File: config.mk
export PLATFORM = sky130hd
export DESIGN_NAME = inst_fetch_ctrl_flat
export DESIGN_NICKNAME = d
export VERILOG_FILES = /design/src/rtl/inst_fetch_ctrl_pkg.sv /design/src/rtl/inst_fetch_ctrl_if.sv /design/src/rtl/inst_fetch_ctrl_timeout_cnt.sv /design/src/rtl/inst_fetch_ctrl.sv /design/src/flat_wrapper.sv
export SDC_FILE = /design/constraint.sdc
export NUM_CORES = 1
export LEC_CHECK = 0
export CAP_MARGIN = 20
export CORE_MARGIN = 5
export CORE_UTILIZATION = 38
export CTS_BUF_LIST = sky130_fd_sc_hd__clkbuf_16
export DETAILED_ROUTE_END_ITERATION = 16
export PLACE_DENSITY = 0.72
export SLEW_MARGIN = 20
export SYNTH_ARGS = -nofsm -noshare
export SYNTH_HDL_FRONTEND = slang
export SYNTH_HIERARCHICAL = 1
export SYNTH_SLANG_ARGS = --single-unit
File: constraint.sdc
create_clock -name clk -period 2.4 [get_ports clk]
set_input_delay 0.48 -clock clk [delete_from_list [all_inputs] [get_ports clk]]
set_output_delay 0.48 -clock clk [all_outputs]
set_load 0.05 [all_outputs]
File: src/rtl/inst_fetch_ctrl_pkg.sv
// Shared types and constants for the instruction-fetch controller.
// Latency: n/a (declarations only).
// Backpressure: n/a.
//
// Contents: fetch FSM state enum, byte-to-word address shift, default reset
// PC and two small PC helpers used by the controller.
package inst_fetch_pkg;

    // Fetch controller states.
    typedef enum logic [1:0] {
        IDLE = 2'd0,
        REQ  = 2'd1,
        ERR  = 2'd2
    } fetch_state_e;

    // Byte PC to word index: the ROM is word addressed.
    localparam int unsigned WORD_SHIFT = 2;

    // PC used after reset when the instance does not override it.
    localparam logic [31:0] DEFAULT_RESET_PC = 32'h0000_0000;

    // Word index presented on mem_addr for a given byte PC.
    function automatic logic [31:0] word_index(input logic [31:0] pc);
        return pc >> WORD_SHIFT;
    endfunction

    // A PC with any of the low byte-offset bits set cannot be fetched.
    function automatic logic is_misaligned(input logic [31:0] pc);
        return pc[WORD_SHIFT-1:0] != '0;
    endfunction

endpackage : inst_fetch_pkg

File: src/rtl/inst_fetch_ctrl_if.sv
// Bundles the redirect input, the decode valid/ready channel, the ROM
// request channel and the fault flag of the fetch controller.
// Latency/backpressure: n/a (wiring only); decode backpressure is inst_ready.
//
// Signals:
//   redirect_valid/redirect_pc  new byte PC, flushes the buffer
//   inst_valid/inst_ready       word handshake toward decode
//   inst_data/inst_pc           fetched word and its byte PC
//   mem_cs/mem_addr             request strobe and word index to the ROM
//   mem_rdata/mem_stall         ROM return data and busy indication
//   fetch_err                   sticky misalignment/timeout fault
// Modports: master = fetch controller, slave = environment (ROM + decode).
interface inst_fetch_ctrl_if;

    logic        redirect_valid;
    logic [31:0] redirect_pc;

    logic        inst_valid;
    logic        inst_ready;
    logic [31:0] inst_data;
    logic [31:0] inst_pc;

    logic        mem_cs;
    logic [31:0] mem_addr;
    logic [31:0] mem_rdata;
    logic        mem_stall;

    logic        fetch_err;

    modport master (
        input  redirect_valid,
        input  redirect_pc,
        input  inst_ready,
        input  mem_rdata,
        input  mem_stall,
        output inst_valid,
        output inst_data,
        output inst_pc,
        output mem_cs,
        output mem_addr,
        output fetch_err
    );

    modport slave (
        output redirect_valid,
        output redirect_pc,
        output inst_ready,
        output mem_rdata,
        output mem_stall,
        input  inst_valid,
        input  inst_data,
        input  inst_pc,
        input  mem_cs,
        input  mem_addr,
        input  fetch_err
    );

endinterface : inst_fetch_ctrl_if

File: src/rtl/inst_fetch_ctrl_timeout_cnt.sv
// Counts consecutive stalled request cycles and flags the last allowed one.
// Latency: count updates one cycle after i_inc; o_expired is decoded from the count register.
// Backpressure: none; clear has priority over increment.
//
// Ports:
//   clk, rst_n  clock and asynchronous active-low reset
//   i_clr       return the count to zero
//   i_inc       add one (ignored while i_clr is high)
//   o_expired   count has reached TIMEOUT-1
module fetch_timeout_cnt #(
    parameter int TIMEOUT = 64,
    parameter int CNT_W   = 7
) (
    input  logic clk,
    input  logic rst_n,
    input  logic i_clr,
    input  logic i_inc,
    output logic o_expired
);

    logic [CNT_W-1:0] r_cnt;

    always_ff @(posedge clk or negedge rst_n) begin
        if (!rst_n) begin
            r_cnt <= '0;
        end else if (i_clr) begin
            r_cnt <= '0;
        end else if (i_inc) begin
            r_cnt <= r_cnt + 1'b1;
        end
    end

    // The cycle that sees count==TIMEOUT-1 still stalled is the TIMEOUT-th
    // stalled request cycle, which is the one that gives up.
    assign o_expired = (r_cnt == CNT_W'(TIMEOUT - 1));

endmodule : fetch_timeout_cnt

File: src/rtl/inst_fetch_ctrl.sv
// Instruction-fetch initiator: one ROM word request at a time, one-entry output buffer to decode.
// Latency: ROM stall cycles + 1 from mem_cs rise to inst_valid; a mandatory 1-cycle idle gap between requests.
// Backpressure: a new request is issued only when the output buffer is empty or drains on that edge.
//
// Ports:
//   clk, rst_n  clock and asynchronous active-low reset
//   fetch       inst_fetch_ctrl_if.master: redirect, decode handshake,
//               ROM request/return and the sticky fetch_err flag
// All outputs come straight from registers so a ROM that derives mem_stall
// combinationally from mem_cs cannot form a loop through this block.
module inst_fetch_ctrl
    import inst_fetch_pkg::*;
#(
    parameter logic [31:0] RESET_PC = DEFAULT_RESET_PC,
    parameter int          TIMEOUT  = 64,
    parameter int          CNT_W    = 7
) (
    input  logic               clk,
    input  logic               rst_n,
    inst_fetch_ctrl_if.master  fetch
);

    fetch_state_e r_state;
    logic [31:0]  r_pc;
    logic         r_mem_cs;
    logic [31:0]  r_mem_addr;
    logic         r_inst_valid;
    logic [31:0]  r_inst_data;
    logic [31:0]  r_inst_pc;
    logic         r_fetch_err;

    logic         w_cnt_clr;
    logic         w_cnt_inc;
    logic         w_cnt_expired;
    logic         w_drain;

    // Counter is held at zero outside REQ, so every request starts from a
    // fresh timeout budget.
    assign w_cnt_clr = (r_state != REQ);
    assign w_cnt_inc = (r_state == REQ) && !fetch.redirect_valid && fetch.mem_stall;

    fetch_timeout_cnt #(
        .TIMEOUT (TIMEOUT),
        .CNT_W   (CNT_W)
    ) u_timeout_cnt (
        .clk       (clk),
        .rst_n     (rst_n),
        .i_clr     (w_cnt_clr),
        .i_inc     (w_cnt_inc),
        .o_expired (w_cnt_expired)
    );

    // Decode takes the buffered word on this edge.
    assign w_drain = r_inst_valid && fetch.inst_ready;

    always_ff @(posedge clk or negedge rst_n) begin
        if (!rst_n) begin
            r_state      <= IDLE;
            r_pc         <= RESET_PC;
            r_mem_cs     <= 1'b0;
            r_mem_addr   <= '0;
            r_inst_valid <= 1'b0;
            r_inst_data  <= '0;
            r_inst_pc    <= '0;
            r_fetch_err  <= 1'b0;
        end else begin
            // Default buffer behaviour; a capture or a flush below overrides it.
            if (w_drain) begin
                r_inst_valid <= 1'b0;
            end

            case (r_state)
                IDLE: begin
                    if (fetch.redirect_valid) begin
                        r_pc         <= fetch.redirect_pc;
                        r_inst_valid <= 1'b0;
                    end else if (is_misaligned(r_pc)) begin
                        r_fetch_err <= 1'b1;
                        r_state     <= ERR;
                    end else if (!r_inst_valid || fetch.inst_ready) begin
                        // Buffer is empty or drains now, so the word this
                        // request returns can never overwrite unread data.
                        r_mem_cs   <= 1'b1;
                        r_mem_addr <= word_index(r_pc);
                        r_state    <= REQ;
                    end
                end

                REQ: begin
                    // mem_addr is left untouched here: the ROM restarts its
                    // access on any address change while mem_cs is high.
                    if (fetch.redirect_valid) begin
                        // Abandon the access; a word returned on this same
                        // edge belongs to the old stream and is dropped.
                        r_mem_cs     <= 1'b0;
                        r_pc         <= fetch.redirect_pc;
                        r_inst_valid <= 1'b0;
                        r_state      <= IDLE;
                    end else if (!fetch.mem_stall) begin
                        r_inst_data  <= fetch.mem_rdata;
                        r_inst_pc    <= r_pc;
                        r_inst_valid <= 1'b1;
                        r_pc         <= r_pc + 32'd4;
                        r_mem_cs     <= 1'b0;
                        r_state      <= IDLE;
                    end else if (w_cnt_expired) begin
                        r_mem_cs    <= 1'b0;
                        r_fetch_err <= 1'b1;
                        r_state     <= ERR;
                    end
                end

                ERR: begin
                    // No requests; the buffer may still drain to decode.
                    if (fetch.redirect_valid) begin
                        r_fetch_err  <= 1'b0;
                        r_pc         <= fetch.redirect_pc;
                        r_inst_valid <= 1'b0;
                        r_state      <= IDLE;
                    end
                end

                default: begin
                    r_mem_cs <= 1'b0;
                    r_state  <= IDLE;
                end
            endcase
        end
    end

    assign fetch.mem_cs     = r_mem_cs;
    assign fetch.mem_addr   = r_mem_addr;
    assign fetch.inst_valid = r_inst_valid;
    assign fetch.inst_data  = r_inst_data;
    assign fetch.inst_pc    = r_inst_pc;
    assign fetch.fetch_err  = r_fetch_err;

endmodule : inst_fetch_ctrl

File: src/flat_wrapper.sv
// flat-port wrapper written by rule: the top's interface ports become plain ports
module inst_fetch_ctrl_flat import inst_fetch_pkg::*;
#(
    parameter logic [31:0] RESET_PC = DEFAULT_RESET_PC,
    parameter int          TIMEOUT  = 64,
    parameter int          CNT_W    = 7
)
  (clk, rst_n, fetch_redirect_valid, fetch_redirect_pc, fetch_inst_ready, fetch_mem_rdata, fetch_mem_stall, fetch_inst_valid, fetch_inst_data, fetch_inst_pc, fetch_mem_cs, fetch_mem_addr, fetch_fetch_err);
  inst_fetch_ctrl_if fetch_i ();
  input  logic clk;
  input  logic rst_n;
  input wire logic [$bits(fetch_i.redirect_valid)-1:0] fetch_redirect_valid;
  input wire logic [$bits(fetch_i.redirect_pc)-1:0] fetch_redirect_pc;
  input wire logic [$bits(fetch_i.inst_ready)-1:0] fetch_inst_ready;
  input wire logic [$bits(fetch_i.mem_rdata)-1:0] fetch_mem_rdata;
  input wire logic [$bits(fetch_i.mem_stall)-1:0] fetch_mem_stall;
  output wire logic [$bits(fetch_i.inst_valid)-1:0] fetch_inst_valid;
  output wire logic [$bits(fetch_i.inst_data)-1:0] fetch_inst_data;
  output wire logic [$bits(fetch_i.inst_pc)-1:0] fetch_inst_pc;
  output wire logic [$bits(fetch_i.mem_cs)-1:0] fetch_mem_cs;
  output wire logic [$bits(fetch_i.mem_addr)-1:0] fetch_mem_addr;
  output wire logic [$bits(fetch_i.fetch_err)-1:0] fetch_fetch_err;
  assign fetch_i.redirect_valid = fetch_redirect_valid;
  assign fetch_i.redirect_pc = fetch_redirect_pc;
  assign fetch_i.inst_ready = fetch_inst_ready;
  assign fetch_i.mem_rdata = fetch_mem_rdata;
  assign fetch_i.mem_stall = fetch_mem_stall;
  assign fetch_inst_valid = fetch_i.inst_valid;
  assign fetch_inst_data = fetch_i.inst_data;
  assign fetch_inst_pc = fetch_i.inst_pc;
  assign fetch_mem_cs = fetch_i.mem_cs;
  assign fetch_mem_addr = fetch_i.mem_addr;
  assign fetch_fetch_err = fetch_i.fetch_err;
  inst_fetch_ctrl #(.RESET_PC(RESET_PC), .TIMEOUT(TIMEOUT), .CNT_W(CNT_W)) u_core (.clk(clk), .rst_n(rst_n), .fetch(fetch_i));
endmodule
======== Word level (Yosys, flattened, before mapping) ========
Cells that the tools add are included.
cells by class
  reductions and logical operators ........ 18
  bitwise operators ....................... 4
  multiply operators ...................... 0
  magnitude comparators ................... 0
  equal/unequal tests ..................... 16
  $add $sub $neg .......................... 2
  muxes and demuxes ....................... 33
  div/mod/pow operators ................... 0
  shifts and indexed selects .............. 0
operators with widths
  cell                     number
  $mux W32                 3
  $pmux W32 S2             1
  $add A32 B3 Y32 const B  1
  $mux W1                  16
  $mux W2                  7
  $mux W7                  2
  $ne A2 B2 Y1 const B     6
  $ne A2 B1 Y1 const B     4
  $reduce_and A4 Y1        2
  $add A7 B1 Y7 const B    1
  $eq A7 B6 Y1 const B     1
  $reduce_and A7 Y1        1
  $pmux W1 S3              2
  $pmux W2 S3              1
  $reduce_and A3 Y1        2
  $reduce_bool A2 Y1       3
  $reduce_and A5 Y1        1
  $ne A4 B4 Y1 const B     1
  $not A1 Y1               4
  $logic_and A1 B1 Y1      3
  $ne A3 B1 Y1 const B     1
  $ne A3 B3 Y1 const B     1
  $reduce_bool A3 Y1       1
  $eq A2 B1 Y1 const B     1
  other kinds (6)          7
storage, ports and cells
  word-level logic and storage cells ...... 82
  bits in registers ....................... 138
  RAM bits ................................ 0
  ROM bits ................................ 0
  memories kept ........................... 0
  bits in latches ......................... 0
  output and inout port bits .............. 99

======== Logic depth before layout (Yosys ltp) ========
Gate-level depths: netlist (run 1).
  depth after elaboration ................. 6
  mapped depth ............................ 9
  gate-level depth less buffers ........... 7

======== By module ========
Netlist (run 1), hierarchy kept.
modules (own cells, without submodules)
  module             cells an instance  times used  area each (um^2)
  inst_fetch_ctrl    522                1           6222.2
  fetch_timeout_cnt  30                 1           324.1

======== Worst setup path before layout (run 1) ========
OpenSTA, ideal clock, no wires.
  path type ............................... reg2reg
  start ................................... reg u_core.r_state[1]
  end ..................................... reg u_core.r_inst_data[0] (netlist: u_core/fetch.inst_data[0])
  data required time ...................... 2.275 ns
  path buffers ............................ 2
  setup slack ............................. 0.232 ns
  stages on the path, launching flop included .. 8
  arrival time ............................ 2.043 ns
  setup time .............................. 0.125 ns
  cells stage by stage .................... dfrtp_1 inv_1 ha_1 clkbuf_2 inv_1 nor3_2 buf_6 mux2_2
on the way
  word-level cells in the longest chain between the ends .. 2
ends and longest elaborated chain
  element                             line                    text
  from (decl)                         inst_fetch_ctrl.sv:23   fetch_state_e r_state;
  from (signal assigned)              inst_fetch_ctrl.sv:58   r_state <= IDLE;
  from (signal assigned)              inst_fetch_ctrl.sv:79   r_state <= ERR;
  from (signal assigned)              inst_fetch_ctrl.sv:85   r_state <= REQ;
  $eq A2 B1 Y1                        inst_fetch_ctrl.sv:72   case (r_state)
  $reduce_and A3 Y1 (no source line)  --
  to (signal assigned)                inst_fetch_ctrl.sv:100  r_inst_data <= fetch.mem_rdata;
  to (decl)                           inst_fetch_ctrl.sv:28   logic [31:0] r_inst_data;
No other way between the ends.
A chain may end at the register's enable or synchronous reset.

======== Final worst setup path (run 1) ========
  start ................................... reg u_core.r_state[1]
  end ..................................... reg u_core.r_inst_pc[12] (netlist: u_core/fetch.inst_pc[12])
on the way
  word-level cells in the longest chain between the ends .. 2
ends and longest elaborated chain
  element                             line                    text
  $eq A2 B1 Y1                        inst_fetch_ctrl.sv:72
  $reduce_and A3 Y1 (no source line)  --
  to (signal assigned)                inst_fetch_ctrl.sv:101  r_inst_pc <= r_pc;
  to (decl)                           inst_fetch_ctrl.sv:29   logic [31:0] r_inst_pc;
No other way between the ends.

==> results.rst, run 1 <==
.. list-table::
   :header-rows: 1

   * - Metric
     - Value
   * - Initial core utilization
     - 38.25%
   * - Worst min-delay path category
     - in2async
   * - Final RePlAce weighted congestion
     - 0.8832
   * - Width of the die
     - 141.3 um
   * - Chain of cells forming the critical path
     - inv_1 > ha_1 > inv_1 > nor3_4 > buf_12 > mux2_2
   * - Via count of the first global-routing pass
     - 5380
   * - CP max stage cell
     - sky130_fd_sc_hd__dfrtp_1
   * - DRT Pass-1 Iters
     - 5
   * - Worst slew margin
     - about three fifths
   * - Cell family with most CP delay
     - buffers and inverters
   * - Switching Fraction
     - 44.66%
   * - First-pass GRT wire length
     - between 20 and 30 mm
   * - Most frequent cell after synthesis
     - sky130_fd_sc_hd__dfrtp_1
   * - Data required, critical path
     - 2710 ps
   * - Leading post-synthesis cells by cell area
     - sky130_fd_sc_hd__dfrtp_1 53%, sky130_fd_sc_hd__mux2_2 17%, sky130_fd_sc_hd__a21oi_1 1.8%
   * - Run status
     - completed
   * - Vias per cell
     - 5.400
   * - Post-Place Worst Slack
     - between 70 and 80 ps
   * - Post-CTS sizing
     - 0
   * - Delay of the slowest cell on the worst path
     - a little over 400 ps
   * - Met1 layer wirelength in the final routing
     - between 7 and 8 mm
   * - Top Ports
     - approximately 170
   * - Final total negative setup slack
     - 0 ps
   * - Leakage power of the design
     - approximately 3.8 nW
   * - Htree depth
     - 4
   * - Quantity of hold-fixing buffers added after cts
     - 0
   * - Worst Skew
     - approximately 7.2 ps
   * - Layout overhead on the synthesized area
     - 37.88%
   * - Average cell area after synthesis
     - between 10 and 15 um2
   * - Pin count of the biggest net entering global routing
     - 60
   * - Endpoint of the worst-slack reg-to-reg timing path
     - u_core/fetch.inst_pc[12]$_DFFE_PN0P_
   * - Number of sinks driven by the clock tree
     - about 140
   * - DRC viols
     - 0
   * - Max rail drop VDD
     - 750.9 uV
   * - Post-layout worst setup margin
     - between 150 and 200 ps
   * - Worst-case register-to-register setup slack
     - roughly 190 ps
   * - Synth area leader
     - sky130_fd_sc_hd__dfrtp_1
   * - Area after detailed placement
     - around 0.0084 mm2
   * - Highest metal layer used by the detailed router
     - met4
   * - Core area
     - about 0.017 mm2
   * - Final critical-path required period
     - roughly 2200 ps
   * - Number of nets in the layout
     - between 700 and 800
   * - Insertion delay to the later sink of the worst-skew pair
     - roughly 430 ps
   * - Fraction of final layout cells with drive strength greater than 1
     - a little over a fifth
   * - Commonest cells in the netlist
     - 138 x sky130_fd_sc_hd__dfrtp_1, 96 x sky130_fd_sc_hd__mux2_2, 26 x sky130_fd_sc_hd__nand2_1, 25 x sky130_fd_sc_hd__nor2_1, 23 x sky130_fd_sc_hd__a21oi_1
   * - Total CTS buffers
     - 17
   * - Unrepaired setup endpoints after global routing
     - false
   * - Starting DRC count in detailed routing
     - 430
   * - Worst setup path startpoint
     - u_core/r_state[1]$_DFFE_PN0P_
   * - Floorplan row count
     - 48
   * - Internal power of the cells
     - a little over 7 mW
   * - Maximum clock frequency
     - approximately 0.45 GHz
   * - Highest net fanout along the worst path
     - 56
   * - Routed wire per std cell
     - between 15 and 20 um
   * - Yosys warnings
     - 6
   * - CP Capture Point
     - u_core/fetch.inst_pc[12]$_DFFE_PN0P_
   * - Number of enable-type register cells in the synthesized netlist
     - 0
   * - CTS clock-pin slew for the worst setup and hold paths
     - 60 ps
   * - Final Hold Violating Endpoints
     - 0
   * - Comb pwr share
     - around 48%
   * - Top-area cell type share of the netlist area
     - about 53%
   * - Worst Path Arrival
     - 2520 ps
   * - Fraction of registers with async set or reset after synthesis
     - 100.0%
   * - Port Buf Inserts
     - around 170
   * - Synthesis-stage register bit count
     - around 140
   * - Slew at the pin with the worst max-slew slack
     - between 500 and 600 ps
   * - DIE AREA
     - about 0.020 mm2
   * - Final design instance area without fill
     - 0.009026 mm2
   * - Worst reg2reg path startpoint
     - u_core/r_state[1]$_DFFE_PN0P_
   * - Portion of total power attributed to the clock network
     - 19.9%
   * - Chip Height
     - roughly 140 um
   * - NetSw
     - 5.864 mW
   * - Register area share after synthesis
     - 52.75%
   * - Detailed-placement wirelength estimate
     - about 13 mm
   * - Clock Path Buffers
     - 2
   * - Post-synthesis cell type count
     - slightly below 70
   * - Number of antenna violations at the first check in global routing
     - 0
   * - Reg2Reg Depth
     - 6
   * - Final routed wirelength across all metal layers
     - roughly 18 mm
   * - Number of setup buffers added after CTS
     - 0
   * - Instance count on the critical path
     - 6
   * - Worst setup EP type
     - flip-flop
   * - Portion of total power attributed to sequential cells
     - 31.7%
   * - Mapped Area
     - about 0.0065 mm2
   * - Antenna fix cells
     - 0
   * - Count of maximum capacitance violations
     - 0
   * - Clock tree from TritonCTS
     - yes
   * - Most Frequent Cell on Critical Path
     - sky130_fd_sc_hd__inv_1
   * - Met2 routed WL
     - 8.609 mm
   * - Worst setup path category
     - reg2reg
   * - Via count
     - roughly 5200
   * - Most instantiated flip-flop cell in the synthesis netlist
     - sky130_fd_sc_hd__dfrtp_1
   * - Clock tree root buffer cell
     - sky130_fd_sc_hd__clkbuf_16
   * - Total power divided by cell area
     - between 1000 and 1500 mW/mm2
   * - Number of nets still failing antenna checks after routing
     - 0
   * - Worst path bufs/invs
     - 3
   * - Count of mapped cells out of synthesis
     - about 550
   * - Overflow left after global routing
     - 0
   * - Final Setup Violations
     - 0
   * - Fin util
     - a little over half
   * - Final period utilization
     - between 90 and 100%
   * - Total track usage
     - 18.50%
   * - Met3 routed wirelength
     - between 1 and 1.5 mm
   * - Startpoint type of the worst setup path
     - flip-flop
   * - Max-slew violation total from the final report
     - 0
[per-stage QoR]
stage	instances	power (mW)	hold slack (ps)
floorplan	553	8.300	184.4
global placement	923	10.41	489.2
detailed placement	923	10.55	492.7
CTS	954	13.21	54.45
global route	954	13.78	74.90
finish	954	13.13	28.18
[kinds of logic after synthesis]
logic type / synth area share [%]
AO/OA/AOI/OAI: 11.49
XOR/XNOR: 0.5353
adder cells (fa/ha/maj): 1.147
buffers and inverters: 5.065
flip-flops: 52.75
multiplexers: 16.82
other: 0.05728
AND/OR/NAND/NOR: 12.14
[worst min-delay path by stage]
stage                                         start                                   end  slack, ps  cells past startpoint
3_5_place_dp   u_core/fetch.mem_addr[9]$_DFFE_PN0P_  u_core/fetch.mem_addr[9]$_DFFE_PN0P_        490                      1
2_1_floorplan                                 rst_n    u_core/fetch.fetch_err$_DFFE_PN0P_        180                      0
4_1_cts                                       rst_n  u_core/fetch.inst_pc[11]$_DFFE_PN0P_         50                      1
6_report                                      rst_n  u_core/fetch.inst_pc[11]$_DFFE_PN0P_         30                      1
5_1_grt                                       rst_n  u_core/fetch.inst_pc[11]$_DFFE_PN0P_         70                      1
3_3_place_gp                                  rst_n   u_core/fetch.inst_pc[9]$_DFFE_PN0P_        490                      1
[registers in the layout, indices dropped and copies added, names as in the netlist]
| signal | flops |
|---|---|
| u_core/fetch.inst_data | 32 |
| u_core/fetch.inst_pc | 32 |
| u_core/r_pc | 32 |
| u_core/fetch.mem_addr | 30 |
| u_core/u_timeout_cnt/r_cnt | 7 |
| u_core/r_state | 2 |
| u_core/fetch.fetch_err | 1 |
| u_core/fetch.inst_valid | 1 |
| u_core/fetch.mem_cs | 1 |
[layer usage]
metal  track usage, %  vias to the layer above
li1                 -                     2393
met1            23.81                     2537
met2            28.82                      191
met3            7.044                       31
met4            6.170                        0
met5                0                        -
[power by group through the flow]
stage,clock network (mW),logic (mW),registers [mW]
6_report,2.61,6.35,4.16
4_1_cts,2.66,6.39,4.16
3_3_place_gp,0,6.29,4.12
2_1_floorplan,0,2.09,6.21
5_1_grt,2.78,6.69,4.32
3_5_place_dp,0,6.36,4.18
[cells in the final DEF, fill, tap and decap left out, types with 5 or more instances in the layout]
master / n
sky130_fd_sc_hd__a21oi_1: 23
sky130_fd_sc_hd__ha_1: 6
sky130_fd_sc_hd__clkinv_1: 5
sky130_fd_sc_hd__nand4_1: 17
sky130_fd_sc_hd__buf_4: 19
sky130_fd_sc_hd__nand2_1: 26
sky130_fd_sc_hd__nor4_1: 8
sky130_fd_sc_hd__or3_1: 5
sky130_fd_sc_hd__inv_1: 9
sky130_fd_sc_hd__nor2_1: 25
sky130_fd_sc_hd__a2bb2oi_1: 9
sky130_fd_sc_hd__o21ai_0: 22
sky130_fd_sc_hd__o211ai_1: 6
sky130_fd_sc_hd__nand3_1: 20
sky130_fd_sc_hd__nor3_1: 8
sky130_fd_sc_hd__o22ai_1: 7
sky130_fd_sc_hd__buf_12: 5
sky130_fd_sc_hd__clkbuf_16: 17
sky130_fd_sc_hd__clkdlybuf4s50_1: 164
sky130_fd_sc_hd__mux2_2: 96
sky130_fd_sc_hd__dfrtp_1: 138
[final cells by class]
cell class | instances | area [um2]
Clock buffer | 17 | 425.4
Clock inverter | 14 | 156.4
Fill cell | 1482 | 8090
Inverter | 10 | 37.54
Multi-Input combinational cell | 361 | 2776
Sequential cell | 138 | 3453
Tap cell | 225 | 281.5
Timing Repair Buffer | 189 | 1896
Note: power is estimated with default switching activity, not from simulation.
==> run 2: changes to the inputs <==
PLACE_DENSITY = unset   (was 0.72)
PLACE_DENSITY_LB_ADDON = 0.15   (was unset)
==> results.rst, run 2 (synthesis results as in run 1) <==
.. list-table::
   :header-rows: 1

   * - Metric
     - Value
   * - Quantity of hold-fixing buffers added after cts
     - 0
   * - Final Hold Violating Endpoints
     - 0
   * - CTS clock-pin slew for the worst setup and hold paths
     - approximately 60 ps
   * - Total track usage
     - 17.81%
   * - Layout overhead on the synthesized area
     - 38.97%
   * - Starting DRC count in detailed routing
     - between 300 and 400
   * - Final routed wirelength across all metal layers
     - 17.56 mm
   * - Reg2Reg Depth
     - 6
   * - Sequential standard cell area
     - ~0.0035 mm2
   * - Filler instances
     - 1516
   * - Placed Cells
     - ~920
   * - Initial core utilization
     - 38.25%
   * - Insertion delay to the later sink of the worst-skew pair
     - approximately 420 ps
   * - Final Setup Violations
     - 0
   * - Worst Skew
     - roughly 6.0 ps
   * - Final period utilization
     - around 93%
   * - Via count of the first global-routing pass
     - between 5000 and 6000
   * - Number of sinks driven by the clock tree
     - 138
   * - Startpoint type of the worst setup path
     - flip-flop
   * - Leakage power of the design
     - about 3.8 nW
   * - Clock Path Buffers
     - 2
   * - Data required, critical path
     - around 2700 ps
   * - Port Buf Inserts
     - around 170
   * - Htree depth
     - 4
   * - Post-CTS sizing
     - 0
   * - Via count
     - between 5000 and 6000
   * - First-pass GRT wire length
     - approximately 29 mm
   * - Total power divided by cell area
     - between 1000 and 1500 mW/mm2
   * - Vias per cell
     - about 5.4
   * - Final total negative setup slack
     - 0 ps
   * - Number of nets in the layout
     - 793
   * - Number of setup buffers added after CTS
     - 0
   * - Post-Place Worst Slack
     - -29.79 ps
   * - Number of nets still failing antenna checks after routing
     - 0
   * - Final RePlAce weighted congestion
     - 0.8862
   * - Max rail drop VDD
     - ~730 uV
   * - Post-layout worst setup margin
     - around 170 ps
   * - Core area
     - ~0.017 mm2
   * - DRC viols
     - 0
   * - Worst setup EP type
     - flip-flop
   * - Top Ports
     - 168
   * - Unrepaired setup endpoints after global routing
     - false
   * - Slew at the pin with the worst max-slew slack
     - ~590 ps
   * - Width of the die
     - about 140 um
   * - Top library cells by usage in the layout, fill and taps aside
     - 164 x sky130_fd_sc_hd__clkdlybuf4s50_1, 138 x sky130_fd_sc_hd__dfrtp_1, 96 x sky130_fd_sc_hd__mux2_2
   * - Highest net fanout along the worst path
     - 64
   * - Routed wire per std cell
     - 18.36 um
   * - Worst Path Arrival
     - 2530 ps
   * - Clock tree from TritonCTS
     - yes
   * - Final critical-path required period
     - about 2200 ps
   * - Area after detailed placement
     - 0.008452 mm2
   * - Worst min-delay path category
     - in2async
   * - Total CTS buffers
     - 17
   * - DRT Pass-1 Iters
     - 4
   * - Final design instance area without fill
     - roughly 0.0091 mm2
   * - Most frequent standard cell in the layout excluding fill and tap cells
     - sky130_fd_sc_hd__clkdlybuf4s50_1
   * - Number of antenna violations at the first check in global routing
     - 0
   * - Antenna fix cells
     - 0
   * - Number of non-filler instances in the completed layout
     - 956
   * - Worst setup path category
     - reg2reg
   * - Overflow left after global routing
     - 0
   * - Count of maximum capacitance violations
     - 0
   * - Pin count of the biggest net entering global routing
     - 65
   * - Chip Height
     - approximately 140 um
   * - Maximum clock frequency
     - roughly 0.45 GHz
   * - Max-slew violation total from the final report
     - 0
   * - Clock tree root buffer cell
     - sky130_fd_sc_hd__clkbuf_16
   * - Worst slew margin
     - between 60% and 70%
   * - Detailed-placement wirelength estimate
     - approximately 12 mm
   * - DIE AREA
     - about 0.02 mm2
   * - Fraction of final layout cells with drive strength greater than 1
     - 22.44%
   * - Run status
     - completed
   * - Multi-input gate area in the final layout
     - 0.002776 mm2
   * - Floorplan row count
     - 48
## run 2: changes by cell type in the layout (fill, tap and decap cells not counted), sizes merged
| cell | change |
|---|---|
| inv | +1 |
| clkinv | -4 |
| clkinvlp | +2 |
| bufinv | +2 |
| buf | +1 |
## run 2: per-layer routing
metal	wire length (um)	track usage, %	share of wire, %	vias up
met5	0	0	0	-
met1	7406	23.12	42	2563
met2	8168	27.51	47	223
met3	1652	6.876	9.4	23
li1	-	-	-	2386
met4	328	5.813	1.9	0
## run 2: through the flow
stage / hold slack [ps] / power [mW] / utilization (%)
floorplan: 184.4 / 8.300 / -
global placement: 472.6 / 10.39 / 49.38
detailed placement: 472.3 / 10.50 / 49.38
CTS: 17.55 / 13.46 / 53.15
global route: 42.35 / 14.00 / 53.15
finish: 15.88 / 13.31 / 53.15
## run 2: where the power goes
group          switching (mW)  leakage, nW  total (mW)  internal [mW]
sequential              0.865         1.73        4.12           3.25
clock                    1.03        0.304        2.87           1.84
combinational            3.93         1.74        6.32           2.39
## run 2: path summary, 6_finish.rpt
kind | to | start | slack, ps
setup / recovery | u_core/fetch.inst_pc[15]$_DFFE_PN0P_ | u_core/r_state[1]$_DFFE_PN0P_ | 170
hold / removal | u_core/fetch.inst_pc[19]$_DFFE_PN0P_ | rst_n | 20
setup reg to reg | u_core/fetch.inst_pc[15]$_DFFE_PN0P_ | u_core/r_state[1]$_DFFE_PN0P_ | 170
hold reg to reg | u_core/fetch.mem_addr[7]$_DFFE_PN0P_ | u_core/fetch.mem_addr[7]$_DFFE_PN0P_ | 500
max in group asynchronous | u_core/r_pc[2]$_DFFE_PN0P_ | rst_n | 1710
min in group clk | u_core/fetch.mem_addr[7]$_DFFE_PN0P_ | u_core/fetch.mem_addr[7]$_DFFE_PN0P_ | 500
## run 2: cell type report
cell class	instances	share of cell area, %
Multi-Input combinational cell	361	30.52
Clock buffer	17	4.676
Tap cell	225	3.094
Timing Repair Buffer	190	20.92
Inverter	10	0.4126
Sequential cell	138	37.96
Clock inverter	15	2.421
## run 2: worst max-delay path, stage by stage, from the launching register on
cell	delay (ps)
sky130_fd_sc_hd__dfrtp_1	410
sky130_fd_sc_hd__inv_1	110
sky130_fd_sc_hd__ha_1	320
sky130_fd_sc_hd__inv_1	240
sky130_fd_sc_hd__nor3_4	260
sky130_fd_sc_hd__buf_12	340
sky130_fd_sc_hd__mux2_2	380
==> run 3: changes to the inputs <==
HOLD_SLACK_MARGIN = 0.06   (was unset)
==> results.rst, run 3 (synthesis results as in run 1) <==
.. list-table::
   :header-rows: 1

   * - Metric
     - Value
   * - Core area
     - between 0.015 and 0.02 mm2
   * - Cells on Worst Hold Path
     - 1
   * - Worst setup path category
     - reg2reg
   * - Detailed-placement wirelength estimate
     - approximately 12 mm
   * - DIE AREA
     - between 0.015 and 0.02 mm2
   * - Number of setup buffers added after CTS
     - 0
   * - Clock Path Buffers
     - 2
   * - Area after detailed placement
     - ~0.0085 mm2
   * - Starting DRC count in detailed routing
     - 287
   * - Fin util
     - around 53%
   * - Clock tree root buffer cell
     - sky130_fd_sc_hd__clkbuf_16
   * - Endpoint of the worst-slack reg-to-reg timing path
     - u_core/fetch.inst_pc[15]$_DFFE_PN0P_
   * - First-pass GRT wire length
     - 28.55 mm
   * - Initial core utilization
     - a little under two fifths
   * - Met1 usage in global routing
     - 23.12%
   * - Worst slew margin
     - 60.46%
   * - Post-Place Worst Slack
     - -29.79 ps
   * - Met3 track demand over resource in global routing
     - between 6 and 7%
   * - Final Hold Violating Endpoints
     - 0
   * - Floorplan row count
     - 48
   * - DRT Pass-1 Iters
     - 4
   * - Worst Skew
     - 5.889 ps
   * - Run status
     - completed
   * - Worst-case register-to-register setup slack
     - approximately 170 ps
   * - Worst Path Arrival
     - between 2000 and 3000 ps
   * - Final critical-path required period
     - 2228 ps
   * - Post-layout worst setup margin
     - 172.0 ps
   * - Worst setup EP type
     - flip-flop
   * - Total track usage
     - roughly 18%
   * - Number of sinks driven by the clock tree
     - ~140
   * - DRC viols
     - 0
   * - Most crowded layer after global routing
     - met2
   * - Max rail drop VDD
     - roughly 730 uV
   * - Routing usage on met2
     - about 28%
   * - Final RePlAce weighted congestion
     - about 0.89
   * - Number of nets still failing antenna checks after routing
     - 0
   * - CTS clock-pin slew for the worst setup and hold paths
     - around 60 ps
   * - Slew at the pin with the worst max-slew slack
     - 591.2 ps
   * - Unrepaired setup endpoints after global routing
     - false
   * - Port Buf Inserts
     - around 170
   * - Pin count of the biggest net entering global routing
     - 65
   * - End point of the worst hold path
     - u_core/fetch.inst_pc[10]$_DFFE_PN0P_
   * - Start point of the worst min-delay path
     - u_core/fetch.inst_pc[10]$_DFFE_PN0P_
   * - Total CTS buffers
     - 17
   * - Highest net fanout along the worst path
     - 64
   * - Vias per cell
     - around 5.4
   * - Insertion delay to the later sink of the worst-skew pair
     - 420 ps
   * - Data required, critical path
     - ~2700 ps
   * - Worst min-delay path category
     - reg2reg
   * - Top library cells by usage in the layout, fill and taps aside
     - 164 x sky130_fd_sc_hd__clkdlybuf4s50_1, 138 x sky130_fd_sc_hd__dfrtp_1, 96 x sky130_fd_sc_hd__mux2_2
   * - Reg2Reg Depth
     - 6
   * - Chip Height
     - approximately 140 um
   * - Worst reg2reg path startpoint
     - u_core/r_state[1]$_DFFE_PN0P_
   * - Antenna fix cells
     - 0
   * - Maximum clock frequency
     - 0.4488 GHz
   * - Clock tree from TritonCTS
     - yes
   * - Startpoint type of the worst setup path
     - flip-flop
   * - Count of maximum capacitance violations
     - 0
   * - Final routed wirelength across all metal layers
     - between 15 and 20 mm
   * - Fraction of final layout cells with drive strength greater than 1
     - between 20% and 30%
   * - Leakage power of the design
     - approximately 3.8 nW
   * - Layout overhead on the synthesized area
     - 39.12%
   * - Routed wire per std cell
     - around 18 um
   * - Number of nets in the layout
     - 794
   * - Final design instance area without fill
     - ~0.0091 mm2
   * - Via count
     - about 5200
   * - Htree depth
     - 4
   * - Via count of the first global-routing pass
     - about 5400
   * - Worst hold slack
     - between 500 and 600 ps
   * - Top Ports
     - around 170
   * - Width of the die
     - roughly 140 um
   * - Total power divided by cell area
     - ~1500 mW/mm2
   * - Max-slew violation total from the final report
     - 0
   * - Most frequent standard cell in the layout excluding fill and tap cells
     - sky130_fd_sc_hd__clkdlybuf4s50_1
   * - Number of antenna violations at the first check in global routing
     - 0
   * - Overflow left after global routing
     - 0
   * - Final Setup Violations
     - 0
   * - Final period utilization
     - between 90% and 100%
[run 3: cell types whose count changed in the layout (fill, tap and decap cells not counted)]
cell / previous run / this run
sky130_fd_sc_hd__dlygate4sd3_1: 0 / 1
[run 3: what timing repair did]
item / CTS / global route
gates resized for setup: 0 / 0
hold endpoints to repair: 50 / 0
setup endpoints to repair: 0 / 0
hold buffers: 1 / 0
[run 3: power breakdown]
part,total [mW],internal (mW),leakage (nW),switching [mW]
registers,4.12,3.25,1.73,0.866
clock network,2.87,1.84,0.304,1.03
logic,6.32,2.40,1.75,3.93
[run 3: cell type report]
cell class / instances / area [um2]
Clock inverter: 15 / 220.2
Timing Repair Buffer: 191 / 1913
Tap cell: 225 / 281.5
Fill cell: 1515 / 8009
Inverter: 10 / 37.54
Sequential cell: 138 / 3453
Multi-Input combinational cell: 361 / 2776
Clock buffer: 17 / 425.4
[run 3: layer usage]
metal	vias to the layer above	routed length [um]
met3	27	1638
met4	0	337
met5	-	0
met1	2588	7477
li1	2387	-
met2	188	8138
[run 3: critical path: stages (launching register included)]
cell and delay [ps]:
sky130_fd_sc_hd__dfrtp_1 410, sky130_fd_sc_hd__inv_1 110, sky130_fd_sc_hd__ha_1 320, sky130_fd_sc_hd__inv_1 240, sky130_fd_sc_hd__nor3_4 260, sky130_fd_sc_hd__buf_12 340, sky130_fd_sc_hd__mux2_2 380
[run 3: worst max path at each step]
stage	slack [ps]	cells after the start	startpoint	endpoint
5_1_grt	60	7	u_core/r_state[0]$_DFFE_PN0P_	u_core/r_pc[17]$_DFFE_PN0P_
4_1_cts	180	6	u_core/r_state[1]$_DFFE_PN0P_	u_core/fetch.inst_pc[23]$_DFFE_PN0P_
3_3_place_gp	-5	6	fetch_mem_stall	u_core/r_pc[29]$_DFFE_PN0P_
3_5_place_dp	-30	6	fetch_mem_stall	u_core/r_pc[29]$_DFFE_PN0P_
2_1_floorplan	230	7	u_core/r_state[1]$_DFFE_PN0P_	u_core/fetch.inst_data[0]$_DFFE_PN0P_
6_report	170	6	u_core/r_state[1]$_DFFE_PN0P_	u_core/fetch.inst_pc[15]$_DFFE_PN0P_
[run 3: metrics by stage]
step / total power [mW] / setup TNS, ps / cells
global placement: 10.39 / -4.858 / 924
global route: 14.00 / 0 / 957
CTS: 13.46 / 0 / 957
floorplan: 8.300 / 0 / 553
detailed placement: 10.50 / -29.79 / 924
finish: 13.32 / 0 / 957
==> variant (settings of run 1) <==
The 3 states of `fetch_state_e` get a one-hot encoding in 3 bits.
--- a/src/rtl/inst_fetch_ctrl_pkg.sv
+++ b/src/rtl/inst_fetch_ctrl_pkg.sv
@@ -7,10 +7,10 @@
 package inst_fetch_pkg;
 
     // Fetch controller states.
-    typedef enum logic [1:0] {
-        IDLE = 2'd0,
-        REQ  = 2'd1,
-        ERR  = 2'd2
+    typedef enum logic [2:0] {
+        IDLE = 3'b001,
+        REQ  = 3'b010,
+        ERR  = 3'b100
     } fetch_state_e;
 
     // Byte PC to word index: the ROM is word addressed.
Formal check against the unedited RTL: same outputs for any inputs over 4 cycles, from zero or initial values and one cycle with rst_n low; so few cycles prove little.
==> variant against run 1 <==
Total power up 7.8%; via count rose by 4.5%; first-iteration DRC count decreased by 32%; critical path depth down 1; cell area about the same; sequential cell count is 1 higher; worst setup slack gained 94 ps; synthesized area decreased by 2.8%; critical path type unchanged; wire length down 4.9%; sequential power is 4% higher.
==> variant: results <==
group,metric,value,unit
critical_path,arrival,2470,ps
final_layout,drive_gt1_frac,0.1444,
routing,m1WireLength,7947,um
timing,clock_skew,7.934,ps
final_layout,nets,904,
placement,place_area,0.008453,mm^2
final_layout,layout.nonclk_buf_frac,0.2217,
logic_synthesis,yosysUniqueCellTypes,59,
placement,dp.cells,1034,
final_layout,n_fill_cell,1446,
outcome,status,"completed",
critical_path,path_delay_family,"simple AND/OR/NAND/NOR gates",
global_routing,grt_max_degree,62,
final_layout,stdcell_count,1065,
routing,routedWlPerCell,16.18,um
logic_synthesis,ys_top_cells_by_area,"dfrtp_1 54%, nand2_1 13%, mux2_2 5.7%",
global_routing,grt_first_pass_wirelength,28760,um
power,p_leak,0.004024,uW
critical_path,ff2ff_path_depth,5,
timing,worst_slack,285.6,ps
timing,slew_headroom,0.5906,
placement,gp_congestion,0.8112,
placement,pre_cts_ws,-0.2487,ps
critical_path,r2r-end,"u_core/r_pc[28]",
critical_path,rr_startpoint,"u_core/r_pc[19]",
-- variant: cell count changes after synthesis, sizes merged, moves of 5 or more --
cell     delta
mux2       -64
a2bb2oi     -5
nand4       -9
nand2     +186
nor2        +5
o211ai      -6
nand3       -7
mux2i       +7
and4        -5
-- variant: power groups by stage --
stage               combinational (uW)  clock, uW  sequential [uW]
global placement                  7190          0             4330
CTS                               7310       2630             4330
finish                            7260       2570             4330
detailed placement                7290          0             4350
floorplan                         2350          0             6700
global route                      7730       2730             4500
-- variant: per-stage QoR --
step                      total power (uW)    util  hold slack [ps]
after floorplan                       9054       -            184.4
after global placement               11530  0.5115            456.2
after detailed placement             11640  0.5115            461.0
after CTS                            14270  0.5461            60.94
after global routing                 14960  0.5461            71.73
final                                14150  0.5461            31.76
-- variant: logic make-up after synthesis --
logic type	synth area share
compound gates	0.1090
xor+xnor	0.006887
fa+ha+maj	0.003934
buf+inv	0.03679
flops	0.5471
mux	0.07083
other cells	0.0005896
simple gates	0.2249
